## src/rtl/seg_pkg.sv

```systemverilog
// Shared definitions for the 7-segment display blocks: blank code, default
// scan rate and the width helper used to size counters and indices.
package seg_pkg;

    localparam logic [3:0] BLANK_CODE       = 4'hF;
    localparam int         SCAN_DIV_DEFAULT = 50000;

    // Ceiling log2; returns 0 for values of 0 or 1.
    function automatic int clog2(input int value);
        int result;
        int rem;
        result = 0;
        rem    = value - 1;
        for (int i = 0; i < 32; i++) begin
            if (rem > 0) begin
                result = result + 1;
                rem    = rem >> 1;
            end
        end
        return result;
    endfunction

endpackage

```

## src/rtl/seg_scan_driver_if.sv

```systemverilog
// Frame-load and scan-output bundle between a frame source (master) and
// seg_scan_driver (slave).
interface seg_scan_driver_if #(
    parameter int DIGITS = 8
);
    localparam int IDX_W = (DIGITS > 1) ? seg_pkg::clog2(DIGITS) : 1;

    logic [4*DIGITS-1:0] bcd_in;
    logic                load;
    logic [3:0]          bcd_out;
    logic [DIGITS-1:0]   dig_sel;
    logic [IDX_W-1:0]    dig_idx;
    logic                frame_done;
    logic                pending;

    modport master (
        output bcd_in, load,
        input  bcd_out, dig_sel, dig_idx, frame_done, pending
    );

    modport slave (
        input  bcd_in, load,
        output bcd_out, dig_sel, dig_idx, frame_done, pending
    );

endinterface

```

## src/rtl/seg_scan_driver_prescaler.sv

```systemverilog
// Modulo-DIV counter producing the one-cycle digit-slot tick.
module scan_prescaler
    import seg_pkg::*;
#(
    parameter int DIV = SCAN_DIV_DEFAULT
) (
    input  logic clk,
    input  logic rst_n,
    output logic tick
);
    localparam int              CNT_W = clog2(DIV);
    localparam logic [CNT_W-1:0] LAST = CNT_W'(DIV - 1);

    logic [CNT_W-1:0] div_cnt;

    assign tick = (div_cnt == LAST);

    always_ff @(posedge clk) begin
        if (!rst_n) begin
            div_cnt <= '0;
        end else if (tick) begin
            div_cnt <= '0;
        end else begin
            div_cnt <= div_cnt + 1'b1;
        end
    end

endmodule

```

## src/rtl/seg_scan_driver.sv

```systemverilog
// N-digit 7-segment scanner with frame-boundary double buffering.
// Optional leading-zero blanking is enabled with LEADING_ZERO_BLANK_EN.
module seg_scan_driver
    import seg_pkg::*;
#(
    parameter int DIGITS         = 8,
    parameter int SCAN_DIV       = SCAN_DIV_DEFAULT,
    parameter bit SEL_ACTIVE_LOW = 1'b1
) (
    input  logic             clk,
    input  logic             rst_n,
    seg_scan_driver_if.slave bus
);
    localparam int               IDX_W    = (DIGITS > 1) ? clog2(DIGITS) : 1;
    localparam int               FRAME_W  = 4 * DIGITS;
    localparam logic [IDX_W-1:0] LAST_IDX = IDX_W'(DIGITS - 1);

    logic               tick;
    logic               boundary;
    logic [FRAME_W-1:0] shadow, shadow_next;
    logic [FRAME_W-1:0] display, display_next;
    logic [IDX_W-1:0]   idx, idx_next;
    logic               pending, pending_next;
    logic               frame_done;
    logic [3:0]         bcd_out;
    logic [DIGITS-1:0]  dig_sel;

    scan_prescaler #(.DIV(SCAN_DIV)) u_prescaler (
        .clk   (clk),
        .rst_n (rst_n),
        .tick  (tick)
    );

    function automatic logic [3:0] digit_code(input logic [FRAME_W-1:0] frame,
                                              input logic [IDX_W-1:0]   k);
        logic [3:0] code;
        code = frame[4*k +: 4];
`ifdef LEADING_ZERO_BLANK_EN
        begin
            logic upper_zero;
            upper_zero = 1'b1;
            for (int j = 0; j < DIGITS; j++) begin
                if (j >= int'(k) && frame[4*j +: 4] != 4'h0) upper_zero = 1'b0;
            end
            // Digit 0 always shows, so an all-zero frame reads "0".
            if (k != '0 && upper_zero) code = BLANK_CODE;
        end
`endif
        return code;
    endfunction

    function automatic logic [DIGITS-1:0] sel_code(input logic [IDX_W-1:0] k);
        logic [DIGITS-1:0] onehot;
        onehot    = '0;
        onehot[k] = 1'b1;
        return SEL_ACTIVE_LOW ? ~onehot : onehot;
    endfunction

    always_comb begin
        boundary     = tick && (idx == LAST_IDX);
        idx_next     = idx;
        shadow_next  = shadow;
        display_next = display;
        pending_next = pending;
        if (tick) idx_next = boundary ? '0 : idx + 1'b1;
        if (boundary) begin
            // A load landing on the boundary is the newest frame and bypasses the shadow.
            if (bus.load)     display_next = bus.bcd_in;
            else if (pending) display_next = shadow;
            pending_next = 1'b0;
        end else if (bus.load) begin
            shadow_next  = bus.bcd_in;
            pending_next = 1'b1;
        end
    end

    // Outputs are registered from the next-state values so select, code and index move together.
    always_ff @(posedge clk) begin
        if (!rst_n) begin
            idx        <= '0;
            shadow     <= {DIGITS{BLANK_CODE}};
            display    <= {DIGITS{BLANK_CODE}};
            pending    <= 1'b0;
            frame_done <= 1'b0;
            bcd_out    <= BLANK_CODE;
            dig_sel    <= sel_code('0);
        end else begin
            idx        <= idx_next;
            shadow     <= shadow_next;
            display    <= display_next;
            pending    <= pending_next;
            frame_done <= boundary;
            bcd_out    <= digit_code(display_next, idx_next);
            dig_sel    <= sel_code(idx_next);
        end
    end

    assign bus.bcd_out    = bcd_out;
    assign bus.dig_sel    = dig_sel;
    assign bus.dig_idx    = idx;
    assign bus.frame_done = frame_done;
    assign bus.pending    = pending;

endmodule

```

## src/flat_wrapper.sv

```systemverilog
// flat-port wrapper written by rule: the top's interface ports become plain ports
module seg_scan_driver_flat import seg_pkg::*;
#(
    parameter int DIGITS         = 8,
    parameter int SCAN_DIV       = SCAN_DIV_DEFAULT,
    parameter bit SEL_ACTIVE_LOW = 1'b1
)
  (clk, rst_n, bus_bcd_in, bus_load, bus_bcd_out, bus_dig_sel, bus_dig_idx, bus_frame_done, bus_pending);
  seg_scan_driver_if #(.DIGITS(DIGITS)) bus_i ();
  input  logic clk;
  input  logic rst_n;
  input wire logic [$bits(bus_i.bcd_in)-1:0] bus_bcd_in;
  input wire logic [$bits(bus_i.load)-1:0] bus_load;
  output wire logic [$bits(bus_i.bcd_out)-1:0] bus_bcd_out;
  output wire logic [$bits(bus_i.dig_sel)-1:0] bus_dig_sel;
  output wire logic [$bits(bus_i.dig_idx)-1:0] bus_dig_idx;
  output wire logic [$bits(bus_i.frame_done)-1:0] bus_frame_done;
  output wire logic [$bits(bus_i.pending)-1:0] bus_pending;
  assign bus_i.bcd_in = bus_bcd_in;
  assign bus_i.load = bus_load;
  assign bus_bcd_out = bus_i.bcd_out;
  assign bus_dig_sel = bus_i.dig_sel;
  assign bus_dig_idx = bus_i.dig_idx;
  assign bus_frame_done = bus_i.frame_done;
  assign bus_pending = bus_i.pending;
  seg_scan_driver #(.DIGITS(DIGITS), .SCAN_DIV(SCAN_DIV), .SEL_ACTIVE_LOW(SEL_ACTIVE_LOW)) u_core (.clk(clk), .rst_n(rst_n), .bus(bus_i));
endmodule
```

## config.mk

```make
export PLATFORM = sky130hd
export DESIGN_NAME = seg_scan_driver_flat
export DESIGN_NICKNAME = d
export VERILOG_FILES = /design/src/rtl/seg_pkg.sv /design/src/rtl/seg_scan_driver_if.sv /design/src/rtl/seg_scan_driver_prescaler.sv /design/src/rtl/seg_scan_driver.sv /design/src/flat_wrapper.sv
export SDC_FILE = /design/constraint.sdc
export NUM_CORES = 1
export LEC_CHECK = 0
export ABC_AREA = 1
export CAP_MARGIN = 15
export CORE_AREA = 3 3 125 127
export CTS_CLUSTER_DIAMETER = 100
export DETAILED_ROUTE_END_ITERATION = 8
export DIE_AREA = 0 0 128 130
export PLACE_DENSITY_LB_ADDON = 0.1
export SKIP_LAST_GASP = 1
export SLEW_MARGIN = 20
export SYNTH_ARGS = -nofsm -noshare
export SYNTH_HDL_FRONTEND = slang
export SYNTH_SLANG_ARGS = --single-unit
```

## constraint.sdc

```tcl
create_clock -name clk -period 2.7 [get_ports clk]
set_clock_uncertainty 0.2 [all_clocks]
set_input_delay 0.27 -clock clk [delete_from_list [all_inputs] [get_ports clk]]
set_output_delay 0.27 -clock clk [all_outputs]
set_load 0.05 [all_outputs]
```

* Word-level counts from Yosys, hierarchy flattened
Index checks and enable logic that the tools add are counted.
** Storage, ports and cells
- Word-level logic and storage cells :: 30
- Output and inout port bits :: 17
- Register bits after elaboration :: 97
- Input bits :: 35
** Cells by class
- $add $sub $neg :: 2
- Muxes and demuxes :: 7
- Eq/ne operators :: 2
- Reduce and logical (&&, ||, !) cells :: 5
- Shift-type cells :: 1
- Bitwise logic cells :: 3
- $lt $le $gt $ge :: 2
** Operators with widths (number)
- $mux W32 :: 3
- $shiftx A32 B6 Y4 :: 1
- $add A16 B1 Y16 const B :: 1
- $eq A16 B16 Y1 const B :: 1
- $not A8 Y8 :: 1
- $mux W3 :: 2
- $lt A3 B4 Y1 const B :: 1
- $reduce_or A2 Y1 :: 2
- $add A3 B1 Y3 const B :: 1
- $demux W1 S3 :: 1
- $eq A3 B3 Y1 const B :: 1
- $ge A3 B1 Y1 const B :: 1
- $logic_and A1 B1 Y1 :: 2
- $not A1 Y1 :: 2
- $reduce_and A2 Y1 :: 1
- $mux W1 :: 1

* Logic depth before layout (Yosys ltp)
Gate-level depths: netlist of the first run.
- Depth after elaboration :: 9
- Depth in mapped cells :: 14
- Mapped depth without buffers :: 14

* Cells and area by module
A second synthesis of the first run with hierarchy kept.
** Unflattened totals
- Cells, all modules :: 695
- Area, all modules :: 4715.8 µm²
** Modules (own cells, without submodules)
- seg_scan_driver :: area each 3860.0 µm², sequential area each 1621.6 µm², cells an instance 566, times used 1
- scan_prescaler :: area each 855.8 µm², sequential area each 320.3 µm², cells an instance 129, times used 1

* Worst setup path after synthesis of the first run
No wires, ideal clock.
- Path kind :: register -> register
- From :: register u_core.idx[0], in the netlist u_core.bus.dig_idx[0]
- To :: register u_core.shadow[10]
- Stages on the path, launching flop included :: 10
- Library setup time :: 0.134 ns
- Slack :: 0.323 ns
- Arrival time :: 2.044 ns
- Path through :: dfxtp_1 > ha_1 > ha_1 > clkbuf_1 > nand3_2 > nand2_4 > inv_4 > buf_6 > nand2_1 > nand3_1
** On the way
- Cells in the longest elaborated chain, start to end :: 4
** Ends and longest elaborated chain
- start: declaration :: line seg_scan_driver.sv:22 : logic [IDX_W-1:0] idx, idx_next;
- start signal: assignment :: line seg_scan_driver.sv:88 : idx <= idx_next;
- $eq A3 B3 Y1 :: line seg_scan_driver.sv:60 : boundary = tick && (idx == LAST_IDX);
- $logic_and A1 B1 Y1 :: line seg_scan_driver.sv:60
- $not A1 Y1 (no line)
- $reduce_and A2 Y1 (no line)
- end signal: assignment :: line seg_scan_driver.sv:81 : shadow <= {DIGITS{BLANK_CODE}};
- end signal: assignment :: line seg_scan_driver.sv:89 : shadow <= shadow_next;
- end: declaration :: line seg_scan_driver.sv:20 : logic [FRAME_W-1:0] shadow, shadow_next;
No other way between the ends.
A chain may end at the register's enable or synchronous reset.

* Worst setup path in the final report of the first run
- From :: input port bus_load
- To :: register u_core.bcd_out[1], in the netlist u_core.bus.bcd_out[1]
** On the way
- Cells in the longest elaborated chain, start to end :: 3
** Ends and longest elaborated chain
- start: declaration :: line flat_wrapper.sv:13 : input wire logic [$bits(bus_i.load)-1:0] bus_load;
- $mux W32 :: line seg_scan_driver.sv:68 : if (bus.load) display_next = bus.bcd_in;
- $mux W32 :: line seg_scan_driver.sv:66 : if (boundary) begin
- $shiftx A32 B6 Y4 :: line seg_scan_driver.sv:37 : code = frame[4*k +: 4];
- end signal: assignment :: line seg_scan_driver.sv:93 : bcd_out <= digit_code(display_next, idx_next);
- end: declaration :: line seg_scan_driver.sv:25 : logic [3:0] bcd_out;
No other way between the ends.

==> results of run 1 <==
## flip-flops by register name (all words and copies together), names as in the netlist
register	flops
u_core.bus.frame_done	1
u_core.bus.bcd_out	4
u_core.shadow	32
u_core.display	32
u_core.bus.dig_sel	8
u_core.bus.dig_idx	3
u_core.u_prescaler.div_cnt	16
u_core.bus.pending	1
## stage by stage
stage / hold WS (ns) / instance area, µm² / power, mW / setup slack, ns
final: 0.242 / 5750 / 2.98 / 0.459
after global routing: 0.267 / 5750 / 3.12 / 0.129
after CTS: 0.240 / 5750 / 3.04 / 0.452
after detailed placement: 0.242 / 5470 / 1.79 / 0.0641
after global placement: 0.230 / 5470 / 1.78 / 0.181
after floorplan: 0.183 / 4800 / 1.68 / 0.323
## worst max-delay path: cells and delay by family
family / cells / cell delay, ns
buffers and inverters: 3 / 0.92
and+or+nand+nor: 9 / 1.14
## power breakdown
part	switching, mW	total, mW	internal [mW]
clock	0.576	1.23	0.654
sequential	0.0238	1.49	1.47
combinational	0.145	0.259	0.113
## layout make-up
| type | count | area [µm²] |
|---|---|---|
| fill | 1550 | 8790 |
| clock inverter | 6 | 41.3 |
| sequential | 97 | 1940 |
| timing repair buffer | 59 | 601 |
| inverter | 73 | 278 |
| tap | 184 | 230 |
| multi-input combinational | 529 | 2410 |
| clock buffer | 10 | 239 |
## metal layers
layer | vias up | routed length, µm | GRT usage, %
li1 | 2383 | - | -
met3 | 15 | 456 | 2.78
met2 | 81 | 5400 | 24.4
met4 | 0 | 262 | 6.68
met1 | 2054 | 6510 | 22.6
met5 | - | 0 | 0
## cell usage in the layout, fill, tap and decap left out, types with 5 or more instances in the layout
cell	synthesis	routed
o22ai_1	8	8
nor2_1	52	52
o21ai_0	29	29
nand2_2	7	7
buf_4	5	6
a21oi_1	12	12
nand3_1	83	83
clkbuf_16	0	9
inv_1	65	65
nor2_4	5	5
inv_2	6	6
nor3_1	6	6
clkdlybuf4s50_1	0	49
nand4_1	6	6
dfxtp_1	97	97
o211ai_1	5	5
nand2_1	284	284
nor2_2	5	5
## path summary, 6_finish.rpt
kind / endpoint / start / slack, ns / cells after the start
max reg2reg: u_core.bus.bcd_out[1]$_SDFF_PN1_ / u_core.bus.dig_idx[1]$_SDFF_PN0_ / 0.51 / 14
min reg2reg: u_core.u_prescaler.div_cnt[0]$_SDFF_PP0_ / u_core.u_prescaler.div_cnt[0]$_SDFF_PP0_ / 0.25 / 1
min: u_core.display[26]$_SDFF_PN1_ / rst_n / 0.24 / 3
max: u_core.bus.bcd_out[1]$_SDFF_PN1_ / bus_load / 0.46 / 12
## cell families (layout without fill, tap and decap cells)
logic type | after synthesis | count (layout) | share of synthesized area [%]
buffers and inverters | 104 | 148 | 9.25
and+or+nand+nor | 467 | 467 | 42.4
DFF | 97 | 97 | 40.4
AOI/OAI and AO/OA | 54 | 54 | 6.10
muxes | 4 | 4 | 0.834
xor gates and xnor gates | 1 | 1 | 0.182
adders and majority gates | 3 | 3 | 0.782
==> results.cfg, run 1 <==
[timing]
worstMarginPinSlew_ns = 0.577
fin_crit_ns = 2.24
fin_crit_sh_pct = 83.0
rsz0062_at_grt = no
fmax_mhz = 446
report.final.hold_viol_count = 0
slew_headroom_pct = 61.5
tns_ns = 0
maxSlewViolCount = 0
setup_viol = 0

[placement]
placed_cells = 942
gp_congestion = 0.846
dp_hpwl_um = 9270
io_buffers = 51

[run_status]
status = finished clean

[clock_tree]
cts_setup_buffers = 0
clock_latency_ns = 0.35
cts_root_buffer = clkbuf_16
cts_resized = 0
clkSinkCount = 97
cts.clk_slew.worst_paths_ns = 0.07
cts_tree = yes
cts_max_level = 3
hold_buffers = 0
clock_path_buffers = 2
cts_made_buffers = 9

[synth]
synth_common_cells = nand2_1, dfxtp_1, nand3_1
yosysSeqAreaShare_pct = 40.4
ys_types = 33
synthArstFlopShare_pct = 0
netlist_area_um2 = 4800
synth-seq-cells = 97
synthesis.instances = 730
yosys_most_used_dff = dfxtp_1
yosys.area.top_type = dfxtp_1
ys_warn_count = 0
synth_top_area_share_pct = 40.4
yosysMostFrequentCell = nand2_1
synth_area_leaders = dfxtp_1, nand2_1, nand3_1
synth_edf_count = 0
avgSynthCellArea_um2 = 6.58
synthesis.nets = 768

[die]
core-area_um2 = 14500
ios = 52
initial_core_util_pct = 33.0
die-area_um2 = 16600
die_x_um = 128
row_count = 44
die_h_um = 130

[route]
routed_wirelength_um = 12600
drcViolationCount = 0
ant_nets = 0
via_count = 4533
first_pass_iters = 4
routedWlPerCell_um = 13.2
drtIter0Drc = 322
vias_per_cell = 4.73

[setup_path]
critPathMaxStageDelay_ns = 0.44
worstPathRequired_ns = 2.80
crit_chain = clkdlybuf4s50_1, inv_2, nand2_2, nand2_1, nand4_2, nand2_1, nand2_1, nand2_1, nand3_1, nand2_1, inv_1, nand2_1
crit_top_cell = nand2_1
endpoint_kind = register
crit_fanout = 35
path_class = in -> reg
start_kind = primary input
cp_slowest_cell = clkdlybuf4s50_1
arrival_ns = 2.34

[grt]
grt_use_total_pct = 16.1
grt_pass1_vias = 4381
grt_overflow = 0
grt_max_degree = 38
antenna_found_initial = 0
grt_pass1_wl_um = 21400

[final_layout]
final_layout_size_suffix_gt1_share_pct = 7.88
instances_no_fill = 958
fin_nets = 807
area_delta_synth_final_pct = 19.7
n_antenna_cell = 0
final_util_pct = 39.5

[pwr]
power.density_nw_per_um2 = 519
p_leak_nw = 2.73
ir_drop_mv = 0.256

[min_path]
hp-class = in -> reg

[job]
drv_cap = 0
(Power assumes the default switching activity.)
==> inputs of run 2 (changes only) <==
==> constraint.sdc (replaced) <==
create_clock -name clk -period 1.8 [get_ports clk]
set_clock_uncertainty 0.2 [all_clocks]
set_input_delay 0.18 -clock clk [delete_from_list [all_inputs] [get_ports clk]]
set_output_delay 0.18 -clock clk [all_outputs]
set_load 0.05 [all_outputs]
==> results.cfg, run 2 (synthesis gave the netlist of run 1 again) <==
[timing]
maxSlewViolCount = 0
fmax_mhz = 499
fin_ws_ns = -0.204
tns_ns = -7.20
fin_crit_sh_pct = 111
slew_headroom_pct = 74.1
worstMarginPinSlew_ns = 0.389
rsz0062_at_grt = yes
report.final.hold_viol_count = 0
setup_viol = 50
fin_crit_ns = 2.00

[clock_tree]
clock_path_buffers = 2
cts_made_buffers = 9
clkSinkCount = 97
cts.clk_slew.worst_paths_ns = 0.08
cts_max_level = 3
cts_tree = yes
clock_latency_ns = 0.36
cts_root_buffer = clkbuf_16

[min_path]
hold-path-endpoint = u_core.shadow[18]$_SDFFE_PN1P_
min_path_cells = 3
hp-class = in -> reg
min_from = bus_bcd_in[18]

[final_layout]
top_regs = u_core.display: 32 flops, u_core.shadow: 32 flops, u_core.u_prescaler.div_cnt: 16 flops
area_delta_synth_final_pct = 50.5
n_fill_cell = 1470
fin_nets = 900
multi_input_area_um2 = 2970
instances_no_fill = 1051
n_antenna_cell = 0
final_cell_mix = nand2_1, buf_4, dfxtp_1, nand3_1, inv_1
final_common_cell = nand2_1
final_layout_size_suffix_gt1_share_pct = 31.8
seqCellArea_um2 = 1960

[pwr]
power.density_nw_per_um2 = 648
p_leak_nw = 3.46
power.total_mw = 4.68
ir_drop_mv = 0.433

[grt]
antenna_found_initial = 0
grt_use_total_pct = 16.7
grt_pass1_vias = 4564
grt_pass1_wl_um = 22300
grt_overflow = 0
grt_max_degree = 36

[die]
initial_core_util_pct = 33.0
ios = 52
die-area_um2 = 16600
core-area_um2 = 14500
die_x_um = 128
row_count = 44
die_h_um = 130

[setup_path]
worstPathRequired_ns = 1.89
worstReg2RegStart = u_core.u_prescaler.div_cnt[6]$_SDFF_PP0_
path_class = reg -> reg
crit-reg2reg-capture = u_core.shadow[13]$_SDFFE_PN1P_
rrSetupSlack_ns = -0.20
cp_slowest_cell = dfxtp_2
arrival_ns = 2.10
critPathMaxStageDelay_ns = 0.33
crit_chain = inv_2, nor2_4, buf_6, nand2_4, nor2_4, buf_6, nand3_4, buf_12, nand2_8, clkbuf_16, nand2_1, nand3_1
critPathBufInv = 5
start_kind = register
crit_fanout = 7
cpLargestDelayFamily = simple AND/OR/NAND/NOR gates
r2r_cells = 12
endpoint_kind = register

[placement]
dp_hpwl_um = 10000
gp_congestion = 0.849
placed_cells = 1012
io_buffers = 51

[run_status]
violations = setup timing
status = finished with violations

[job]
drv_cap = 0

[route]
ant_nets = 0
vias_per_cell = 4.70
drtIter0Drc = 261
drcViolationCount = 0
via_count = 4943
routed_wirelength_um = 14500
first_pass_iters = 5
routedWlPerCell_um = 13.8
[run 2: cell types whose count changed in the layout (fill, tap and decap cells not counted), moves of 11 or more]
cell             before  now
nand3_2               4   19
nand2_1             284  237
nor2_1               52   31
nand2_2               7   34
nand3_1              83   64
clkdlybuf4s50_1      49   33
nor2_2                5   16
buf_4                 6   89
nand2_4               2   20
[run 2: worst max path at each step]
| stage | startpoint | end | slack (ns) | cells after the start |
|---|---|---|---|---|
| after floorplan | u_core.u_prescaler.div_cnt[0]$_SDFF_PP0_ | u_core.bus.bcd_out[0]$_SDFF_PN1_ | 0.008 | 11 |
| after global placement | u_core.u_prescaler.div_cnt[0]$_SDFF_PP0_ | u_core.bus.bcd_out[3]$_SDFF_PN1_ | -0.22 | 12 |
| after detailed placement | bus_load | u_core.bus.bcd_out[1]$_SDFF_PN1_ | -0.29 | 12 |
| after CTS | u_core.u_prescaler.div_cnt[0]$_SDFF_PP0_ | u_core.bus.bcd_out[3]$_SDFF_PN1_ | -0.14 | 11 |
| after global routing | u_core.u_prescaler.div_cnt[1]$_SDFF_PP0_ | u_core.bus.bcd_out[3]$_SDFF_PN1_ | -0.31 | 12 |
| final | u_core.u_prescaler.div_cnt[6]$_SDFF_PP0_ | u_core.shadow[13]$_SDFFE_PN1P_ | -0.20 | 12 |
[run 2: area by class of cell]
cell class / instances / share of cell area [%]
clock buffer: 11 / 3.50
clock inverter: 5 / 0.519
inverter: 73 / 4.28
multi-input combinational: 530 / 41.1
sequential: 97 / 27.1
tap: 184 / 3.19
timing repair buffer: 148 / 19.7
timing repair inverter: 3 / 0.537
[run 2: repair_timing]
| action | 4_1_cts | 5_1_grt |
|---|---|---|
| hold buffers | 1 | 0 |
| cloned | 0 | 8 |
| gates resized for setup | 49 | 109 |
| endpoints found under the setup margin | 70 | 60 |
| setup buffers | 4 | 10 |
| pin swaps | 10 | 41 |
| hold endpoints to repair | 1 | 0 |
[run 2: routing by layer]
metal  global-route usage (%)  vias up  share of wire [%]
li1                         -     2584                  -
met1                     24.1     2274                 51
met2                     25.3       75                 45
met3                     2.50       10                3.1
met4                     5.87        0                1.3
met5                        0        -                  0
[run 2: stage by stage]
stage	hold slack, ns	setup slack (ns)	instance area [µm²]	utilization [%]
4_1_cts	0.208	-0.139	6620	45.5
3_5_place_dp	0.261	-0.291	6090	41.9
5_1_grt	0.237	-0.306	7230	49.7
2_1_floorplan	0.0932	0.00805	4880	-
3_3_place_gp	0.255	-0.224	6090	41.9
6_report	0.215	-0.204	7230	49.7
[run 2: worst register-to-register path, stage by stage, from the launching register on]
cell and delay [ns]:
dfxtp_2 0.33, inv_2 0.05, nor2_4 0.14, buf_6 0.12, nand2_4 0.04, nor2_4 0.14, buf_6 0.13, nand3_4 0.11
buf_12 0.17, nand2_8 0.18, clkbuf_16 0.21, nand2_1 0.06, nand3_1 0.07
[run 2: power breakdown]
part / switching [mW] / leakage, nW / internal [mW] / total, mW
Clock: 0.890 / 0.146 / 1.02 / 1.91
Sequential: 0.0452 / 0.799 / 2.20 / 2.25
Combinational: 0.283 / 2.51 / 0.243 / 0.526
==> inputs of run 3 (changes only) <==
--- a/config.mk
+++ b/config.mk
@@ -7,10 +7,10 @@
 export LEC_CHECK = 0
 export ABC_AREA = 1
 export CAP_MARGIN = 15
-export CORE_AREA = 3 3 125 127
+export CORE_AREA = 3 3 143 145
 export CTS_CLUSTER_DIAMETER = 100
 export DETAILED_ROUTE_END_ITERATION = 8
-export DIE_AREA = 0 0 128 130
+export DIE_AREA = 0 0 146 148
 export PLACE_DENSITY_LB_ADDON = 0.1
 export SKIP_LAST_GASP = 1
 export SLEW_MARGIN = 20
==> results.cfg, run 3 (synthesis gave the netlist of run 1 again) <==
[timing]
fin_crit_sh_pct = 108
setup_viol = 49
worstMarginPinSlew_ns = 0.627
fin_crit_ns = 1.95
report.final.hold_viol_count = 0
maxSlewViolCount = 0
hold_slack_ns = 0.0684
tns_ns = -5.28
fin_ws_ns = -0.149
rsz0062_at_grt = yes
slew_headroom_pct = 58.2
fmax_mhz = 513

[setup_path]
cp_slowest_cell = dfxtp_2
critPathMaxStageDelay_ns = 0.35
worstPathRequired_ns = 1.89
cpLargestDelayFamily = simple AND/OR/NAND/NOR gates
start_kind = register
endpoint_kind = register
path_class = reg -> reg
crit_fanout = 8
arrival_ns = 2.04
crit_chain = ha_4, nand3_4, buf_6, nor2_4, buf_6, nand3_4, nand2_8, clkbuf_16, nand2_2, nand3_1
critPathBufInv = 3

[grt]
grt_pass1_wl_um = 24200
grt_use_total_pct = 13.7
grt_max_degree = 66
grt_overflow = 0
antenna_found_initial = 0
grt_pass1_vias = 4927

[route]
vias_per_cell = 4.32
drtIter0Drc = 215
via_count = 4896
first_pass_iters = 4
routedWlPerCell_um = 12.9
routed_wirelength_um = 14600
ant_nets = 0
drcViolationCount = 0

[clock_tree]
cts_max_level = 3
hold_buffers = 0
cts_made_buffers = 9
clkSinkCount = 97
clock_latency_ns = 0.35
cts_root_buffer = clkbuf_16
clock_path_buffers = 2
cts.clk_slew.worst_paths_ns = 0.07
cts_tree = yes

[final_layout]
final_util_pct = 36.2
n_antenna_cell = 0
fin_nets = 901
top_regs = u_core.display: 32 flops, u_core.shadow: 32 flops, u_core.u_prescaler.div_cnt: 16 flops
instances_no_fill = 1133
final_cell_mix = nand2_1, buf_4, dfxtp_1, nand3_1, inv_1
final_common_cell = nand2_1
final_layout_size_suffix_gt1_share_pct = 26.3
area_delta_synth_final_pct = 46.0

[run_status]
status = finished with violations
violations = setup timing

[die]
initial_core_util_pct = 24.8
die-area_um2 = 21600
core-area_um2 = 19300
die_x_um = 146
ios = 52
die_h_um = 148
row_count = 51

[placement]
placed_cells = 1111
dp_hpwl_um = 10900
io_buffers = 51
gp_congestion = 0.753

[job]
drv_cap = 0

[pwr]
p_leak_nw = 3.36
ir_drop_mv = 0.490
power.total_mw = 4.82
power.density_nw_per_um2 = 687

[min_path]
hp-class = in -> reg
-- run 3: cell count changes in the layout (fill, tap and decap cells not counted), moves of 4 or more --
| cell | before | now |
|---|---|---|
| buf_4 | 89 | 100 |
| nand3_1 | 64 | 79 |
| nand2_4 | 20 | 7 |
| nand2_1 | 237 | 270 |
| nand2_2 | 34 | 15 |
| nand3_2 | 19 | 5 |
| buf_12 | 11 | 6 |
| dfxtp_1 | 87 | 83 |
| nor2_2 | 16 | 10 |
| dfxtp_2 | 7 | 11 |
-- run 3: stage by stage --
| step | worst slack, ns | cell area (µm²) |
|---|---|---|
| 5_1_grt | -0.290 | 7010 |
| 2_1_floorplan | 0.00805 | 4880 |
| 3_5_place_dp | -0.349 | 6290 |
| 3_3_place_gp | -0.320 | 6290 |
| 6_report | -0.149 | 7010 |
| 4_1_cts | -0.119 | 6790 |
-- run 3: final cells by class --
class	instances	area (µm²)
fill	2062	12300
multi-input combinational	529	2720
clock inverter	7	93.8
sequential	97	1970
timing repair buffer	153	1370
clock buffer	9	225
tap	265	332
inverter	73	300
-- run 3: worst paths after layout --
check	start	endpoint	slack (ns)	cells past startpoint
max	u_core.u_prescaler.div_cnt[1]$_SDFF_PP0_	u_core.shadow[12]$_SDFFE_PN1P_	-0.15	10
min	rst_n	u_core.bus.dig_sel[1]$_SDFF_PN1_	0.07	3
max reg2reg	u_core.u_prescaler.div_cnt[1]$_SDFF_PP0_	u_core.shadow[12]$_SDFFE_PN1P_	-0.15	10
min reg2reg	u_core.shadow[11]$_SDFFE_PN1P_	u_core.shadow[11]$_SDFFE_PN1P_	0.26	2
-- run 3: worst reg2reg max path, delay by kind of cell, from the launching register on --
family                     cells  cell delay [ns]
DFF                            1             0.35
and+or+nand+nor                6             0.71
adders and majority gates      1             0.16
buffers and inverters          3             0.48
-- run 3: what timing repair did --
action                                  4_1_cts  5_1_grt
setup buffers                                 1        4
cloned                                        0        1
gates resized for setup                      46       48
pin swaps                                    10       12
endpoints found under the setup margin       68       80
-- run 3: report_power, final --
group | internal [mW] | leakage (nW) | total, mW | switching (mW)
logic | 0.218 | 2.41 | 0.466 | 0.247
clock network | 1.22 | 0.153 | 2.11 | 0.892
registers | 2.20 | 0.801 | 2.24 | 0.0407
total | 3.64 | 3.36 | 4.82 | 1.18
-- run 3: layer usage --
metal / global-route usage, % / up-vias / part of all wire, %
met5: 0 / - / 0
met4: 3.29 / 0 / 1.1
met3: 2.91 / 9 / 4.0
met2: 21.9 / 76 / 44
met1: 19.0 / 2239 / 51
li1: - / 2572 / -
